**src/rtl/ram_arbiter.sv**
```systemverilog
// Two-master round-robin arbiter/sequencer for a single-port word RAM.
// Define RAM_ARB_BYTE_WRITE_EN to enable per-byte read-merge-write; otherwise any nonzero strobe writes the full word.
module ram_arbiter #(
  parameter int unsigned ADDR_WIDTH = 12
) (
  input  logic                  clk,
  input  logic                  resetn,
  input  logic                  m0_valid,
  input  logic [ADDR_WIDTH-1:0] m0_addr,
  input  logic [31:0]           m0_wdata,
  input  logic [3:0]            m0_wstrb,
  output logic                  m0_ready,
  output logic [31:0]           m0_rdata,
  input  logic                  m1_valid,
  input  logic [ADDR_WIDTH-1:0] m1_addr,
  input  logic [31:0]           m1_wdata,
  input  logic [3:0]            m1_wstrb,
  output logic                  m1_ready,
  output logic [31:0]           m1_rdata,
  output logic [1:0]            grant,
  output logic                  ram_wen,
  output logic [ADDR_WIDTH-1:0] ram_address,
  output logic [31:0]           ram_wdata,
  input  logic [31:0]           ram_rdata
);

  localparam logic [1:0] S_IDLE   = 2'd0;
  localparam logic [1:0] S_ACCESS = 2'd1;
  localparam logic [1:0] S_RESP   = 2'd2;

  logic [1:0]            state_q, state_d;
  logic [1:0]            grant_q, grant_d;
  logic                  last_m1_q, last_m1_d;
  logic [ADDR_WIDTH-1:0] addr_q, addr_d;
  logic [31:0]           wdata_q, wdata_d;
  logic [3:0]            wstrb_q, wstrb_d;
  logic [31:0]           rdata_q, rdata_d;
  logic                  m0_ready_q, m0_ready_d;
  logic                  m1_ready_q, m1_ready_d;
  logic                  pick_m1;
  logic [31:0]           merged;

  always_comb begin
    state_d    = state_q;
    grant_d    = grant_q;
    last_m1_d  = last_m1_q;
    addr_d     = addr_q;
    wdata_d    = wdata_q;
    wstrb_d    = wstrb_q;
    rdata_d    = rdata_q;
    m0_ready_d = 1'b0;
    m1_ready_d = 1'b0;
    pick_m1    = 1'b0;
    case (state_q)
      S_IDLE: begin
        if (m0_valid || m1_valid) begin
          // On a tie the master not served last wins.
          pick_m1   = m1_valid && (!m0_valid || !last_m1_q);
          grant_d   = pick_m1 ? 2'b10 : 2'b01;
          last_m1_d = pick_m1;
          addr_d    = pick_m1 ? m1_addr  : m0_addr;
          wdata_d   = pick_m1 ? m1_wdata : m0_wdata;
          wstrb_d   = pick_m1 ? m1_wstrb : m0_wstrb;
          state_d   = S_ACCESS;
        end
      end
      S_ACCESS: begin
        rdata_d    = ram_rdata;
        m0_ready_d = grant_q[0];
        m1_ready_d = grant_q[1];
        state_d    = S_RESP;
      end
      S_RESP: begin
        grant_d = '0;
        state_d = S_IDLE;
      end
      default: begin
        grant_d = '0;
        state_d = S_IDLE;
      end
    endcase
  end

  always_comb begin
`ifdef RAM_ARB_BYTE_WRITE_EN
    merged = ram_rdata;
    for (int unsigned i = 0; i < 4; i++) begin
      if (wstrb_q[i]) merged[8*i +: 8] = wdata_q[8*i +: 8];
    end
`else
    merged = wdata_q;
`endif
  end

  always_ff @(posedge clk) begin
    if (!resetn) begin
      state_q    <= S_IDLE;
      grant_q    <= '0;
      last_m1_q  <= 1'b1;
      addr_q     <= '0;
      wdata_q    <= '0;
      wstrb_q    <= '0;
      rdata_q    <= '0;
      m0_ready_q <= 1'b0;
      m1_ready_q <= 1'b0;
    end else begin
      state_q    <= state_d;
      grant_q    <= grant_d;
      last_m1_q  <= last_m1_d;
      addr_q     <= addr_d;
      wdata_q    <= wdata_d;
      wstrb_q    <= wstrb_d;
      rdata_q    <= rdata_d;
      m0_ready_q <= m0_ready_d;
      m1_ready_q <= m1_ready_d;
    end
  end

  // Write enable is gated by resetn so a reset edge during ACCESS suppresses the write.
  assign ram_wen     = resetn && (state_q == S_ACCESS) && (wstrb_q != 4'b0000);
  assign ram_wdata   = (state_q == S_ACCESS) ? merged : '0;
  assign ram_address = addr_q;
  assign grant       = grant_q;
  assign m0_ready    = m0_ready_q;
  assign m1_ready    = m1_ready_q;
  assign m0_rdata    = rdata_q;
  assign m1_rdata    = rdata_q;

endmodule

```
**config.mk**
```make
export PLATFORM = sky130hd
export DESIGN_NAME = ram_arbiter
export DESIGN_NICKNAME = d
export VERILOG_FILES = /design/src/rtl/ram_arbiter.sv
export SDC_FILE = /design/constraint.sdc
export NUM_CORES = 1
export LEC_CHECK = 0
export ABC_CLOCK_PERIOD_IN_PS = 3600
export CORE_UTILIZATION = 41
export CTS_BUF_LIST = sky130_fd_sc_hd__clkbuf_8
export DETAILED_ROUTE_END_ITERATION = 6
export PLACE_DENSITY = 0.86
export SYNTH_ARGS = -nofsm -noshare
export SYNTH_HDL_FRONTEND = slang
export SYNTH_SLANG_ARGS = --single-unit
```
**constraint.sdc**
```tcl
create_clock -name clk -period 3.6 [get_ports clk]
set_clock_uncertainty 0.1 [all_clocks]
set_input_delay 0.72 -clock clk [delete_from_list [all_inputs] [get_ports clk]]
set_output_delay 0.72 -clock clk [all_outputs]
set_load 0.02 [all_outputs]
```
Yosys cells after proc, flatten, opt, wreduce, memory -nomap -nowiden
Cells that the tools add are included.
Widths: inputs -> output; s select.
{ "op_classes": {"addsub": 0, "multipliers": 0, "div": 0, "magnitude_cmp": 0, "eq_ne": 2, "shift": 0, "n_mux": 9, "bitwise": 1, "reduce_logical": 12} }
{ "ops": {"columns": ["op", "count"], "rows": [
  ["$mux 32", 2],
  ["$mux 12", 1],
  ["$pmux 2 s2", 2],
  ["$mux 2", 3],
  ["$reduce_and 2->1", 3],
  ["$mux 4", 1],
  ["$reduce_bool 4->1", 1],
  ["$logic_and 1x1->1", 3],
  ["$eq 2x1->1 const B", 1],
  ["$logic_not 1->1", 2],
  ["$logic_not 2->1", 1],
  ["$logic_or 1x1->1", 2],
  ["$ne 2x2->1 const B", 1],
  ["$not 1->1", 1]
]} }
{ "word_totals": {"regBits": 87, "latchBits": 0, "ramBits": 0, "rom_bits": 0, "output_inout_bits": 113, "elab_cells": 33, "mem_count": 0} }

Depth between registers and ports, before layout
{ "depth": {"word_depth": 6, "ltp_mapped": 5, "ltp_nobuf": 3} }

Least setup slack after synthesis
No wires, ideal clock.
{ "synth_path": {"path_type": "input-to-output", "startpoint": "in resetn", "endpoint": "out ram_wen", "arrival_ns": 1.475, "required_ns": 2.780, "path_slack_ns": 1.305, "cell_stages": 3, "path_cell_list": "inv_2 clkbuf_1 nor3_1"} }
{ "synth_via": {"elab_chain_len": 2} }
{ "synth_lines": {"columns": ["item", "line_no", "source"], "rows": [
  ["from (decl)", "7", "input logic resetn,"],
  ["$logic_and 1x1->1 (2 in a row)", "120", "assign ram_wen = resetn && (state_q == S_ACCESS) && (wstrb_q != 4'b0000);"],
  ["to (decl)", "21", "output logic ram_wen,"]
]} }
Every way passes these cells.

Worst setup path in the final report
{ "layout_path": {"startpoint": "reg state_q[0]", "endpoint": "out ram_wdata[26]"} }
{ "layout_via": {"elab_chain_len": 2} }
{ "layout_lines": {"columns": ["item", "line_no", "source"], "rows": [
  ["from (decl)", "31", "logic [1:0] state_q, state_d;"],
  ["from (signal assigned)", "107", "state_q <= state_d;"],
  ["$eq 2x1->1", "121", "assign ram_wdata = (state_q == S_ACCESS) ? merged : '0;"],
  ["$mux 32", "121", null],
  ["to (decl)", "23", "output logic [31:0] ram_wdata,"]
]} }
Every way passes these cells.

==> run summary <==
• top routing layer used: met4
• largest net degree at the start of global routing: 82
• synthesized net count: 641
• Starting Density: 42.6%
• first-pass iteration count of the detailed router: 4
• post-synth cell types: 24
• Crit Path Category: reg -> out
• crit path capture: ram_wdata[26]
• HPWL reported at the end of detailed placement: 9150 microns
• met2 layer wire length in the routed design: 6670 microns
• most common library cells after synthesis: nand2_1 (160), dfxtp_1 (87), a21oi_1 (83), a311oi_1 (48), buf_4 (36)
• Ant. Diodes: 0
• final weighted congestion in routability-driven placement: 0.751
• setup repair after global routing missed its margin: no
• Worst Path Max Fanout: 34
• met3 WL: 965 microns
• Total Wirelength: 12,900 microns
• data arrival time of the critical path: 2.32 ns
• IO Pins: 245
• Root Driver: clkbuf_8
• first element of the critical path: state_q[0]$_SDFFE_PN0P_
• setup total negative slack: 0 ns
• cell with the most instances after synthesis: nand2_1
• average detailed-routed wire length per instance: 15.6 microns
• CTS Buffer Depth: 2
• number of warnings printed during yosys synthesis: 0
• Syn Inst Count: 509
• Async SR Flop Fraction: 0%
• total power of the final layout: 2.56 mW
• nets: 828
• summed instance area of the synthesized netlist: 3970 sq um
• layout cells sized above 1: 4.43%
• predominant post-synthesis flop cell: dfxtp_1
• PortBufs: 244
• total congestion overflow after global routing: 0
• via count of the routed design: 4,316
• number of antenna violations at the first check in global routing: 0
• share of the cycle needed by the critical path after routing: 87.3%
• number of buffers added by the clock tree synthesis step: 9
• clock tree from TritonCTS: done
• portion of the post-synthesis area used by sequential elements: 43.8%
• Worst Setup End Kind: output pin
• floorplan die area: 10,100 sq um
• required time at the endpoint of the critical path: 2.78 ns
• number of setup violations in the final report: 0
• die width: 100 microns
• relative area change from synthesis to final layout: 61.7%
• upper clock frequency limit: 318 MHz
• post-CTS repair timing setup buffer count: 0
• FF+latch count, synth: 87
• hold crit path type: reg -> reg
• EDFF count, synth: 0
• detail-routed via count per cell: 5.21
• cell taking the most area after synthesis: dfxtp_1
• CTS sink count: 87
• placed cell area: 6210 sq um
• total of cells resized after clock tree synthesis: 0
• Final Slew Violations: 0
• result of the run: complete, no violations
• Hold Buf Count CTS: 0
• DRC: 0
• PwrDens: 398 nW/um^2
• fillcell total: 762
• antenna viol nets, final: 0
• worst vdd ir: 0.227 mV
• cell area after layout: 6420 sq um
• H-tree lvl count: 3
• All-Layer GR Usage: 25.0%
• Leakage: 2.38 nW
• detailed-route wire length on metal 1: 4960 microns
• clk_lat worst skew: 0.33 ns
• kind of launch point of the worst setup path: flip-flop
• Max-slew headroom: 19.1%
• WHS: 0.376 ns
• top area cells in the synthesized netlist: dfxtp_1 (44%), nand2_1 (15%), a311oi_1 (11%)
• die extent in y: 100 microns
• Initial DRC Count: 200
• worst reg2reg path endpoint: merged[1]$_SDFFE_PN0P_
• Yosys top cell area share: 43.8%
• Cell Rows: 35
• internal reg-to-reg setup slack: 1.54 ns
• max capacitance violation total: 0
• shortest period the worst path allows: 3.14 ns
• Worst-Margin Slew: 1.21 ns
• final number of hold-violating endpoints: 0
• number of global-route vias before repair: 4,127
• global-route wire length before repair: 20,100 microns
• Worst R2R Start: state_q[1]$_SDFFE_PN0P_
• Clock transition at path regs: 0.08 ns
• core area: 9330 sq um
• cell count of the worst reg-to-reg path: 3
• synthesized area per cell: 7.80 sq um
[through the flow]
step | cells | utilization (%) | setup slack [ns]
4_1_cts | 829 | 68.9 | 0.432
3_5_place_dp | 814 | 66.6 | 0.521
2_1_floorplan | 509 | - | 1.30
3_3_place_gp | 814 | 66.6 | 0.529
6_report | 829 | 68.9 | 0.457
5_1_grt | 829 | 68.9 | 0.312
[cell families after synthesis]
kind of cell           after synthesis  share of synthesized area [%]
AND/OR/NAND/NOR                    208                           22.6
AO/OA/AOI/OAI                      135                           21.8
buffers and inverters               79                           11.8
flip-flops                          87                           43.8
[power breakdown]
part	total, mW	internal [mW]	switching [mW]
sequential	1.11	1.05	0.0553
clock	0.733	0.386	0.347
combinational	0.715	0.362	0.353
[layer usage]
layer / vias up / global-route usage [%]
met3: 21 / 5.43
met1: 2002 / 28.8
met2: 215 / 45.8
met5: - / 0
li1: 2078 / -
met4: 0 / 8.03
[worst min-delay path by stage]
stage | cells past startpoint | start | to | slack [ns]
2_1_floorplan | 2 | merged[14]$_SDFFE_PN0P_ | merged[14]$_SDFFE_PN0P_ | 0.39
3_3_place_gp | 2 | m0_rdata[18]$_SDFFE_PN0N_ | m0_rdata[18]$_SDFFE_PN0N_ | 0.35
3_5_place_dp | 2 | m0_rdata[27]$_SDFFE_PN0N_ | m0_rdata[27]$_SDFFE_PN0N_ | 0.37
4_1_cts | 2 | m0_rdata[27]$_SDFFE_PN0N_ | m0_rdata[27]$_SDFFE_PN0N_ | 0.38
5_1_grt | 2 | m0_rdata[5]$_SDFFE_PN0N_ | m0_rdata[5]$_SDFFE_PN0N_ | 0.40
6_report | 2 | m0_rdata[25]$_SDFFE_PN0N_ | m0_rdata[25]$_SDFFE_PN0N_ | 0.38
[worst max-delay path, stage by stage (launching register included)]
cell,delay [ns]
dfxtp_1,0.50
nor2b_4,0.63
and2_1,0.25
clkdlybuf4s50_1,0.61
[registers in the layout, summed over array words and instances, names as in the netlist]
name and flops:
grant 2, state_q 2, m1_ready 1, wstrb_q 4, m0_rdata 32, last_m1_q 1, merged 32, ram_address 12
m0_ready 1
[final cells by class]
class,instances,area [sq um],share of cell area [%]
Timing Repair Buffer,253,2510,39.1
Multi-Input combinational cell,343,1790,27.9
Sequential cell,87,1740,27.1
Tap cell,129,161,2.51
Clock buffer,9,124,1.93
Clock inverter,6,86.3,1.34
Inverter,2,7.51,0.117
[cells in the final DEF, fill, tap and decap left out, drive strengths merged]
cell type / count
nor2b: 1
nand3: 1
nor2: 3
and3: 4
bufinv: 2
clkdlybuf4s50: 244
a21boi: 1
a21oi: 83
nand2: 160
a311oi: 48
nor3b: 1
nand2b: 2
clkinvlp: 1
a21bo: 1
dfxtp: 87
or2: 1
nor3: 2
nor4: 1
clkinv: 3
clkbuf: 9
buf: 9
and2: 32
inv: 2
o21ai: 2
No activity file was read; power rests on OpenSTA's default activity.
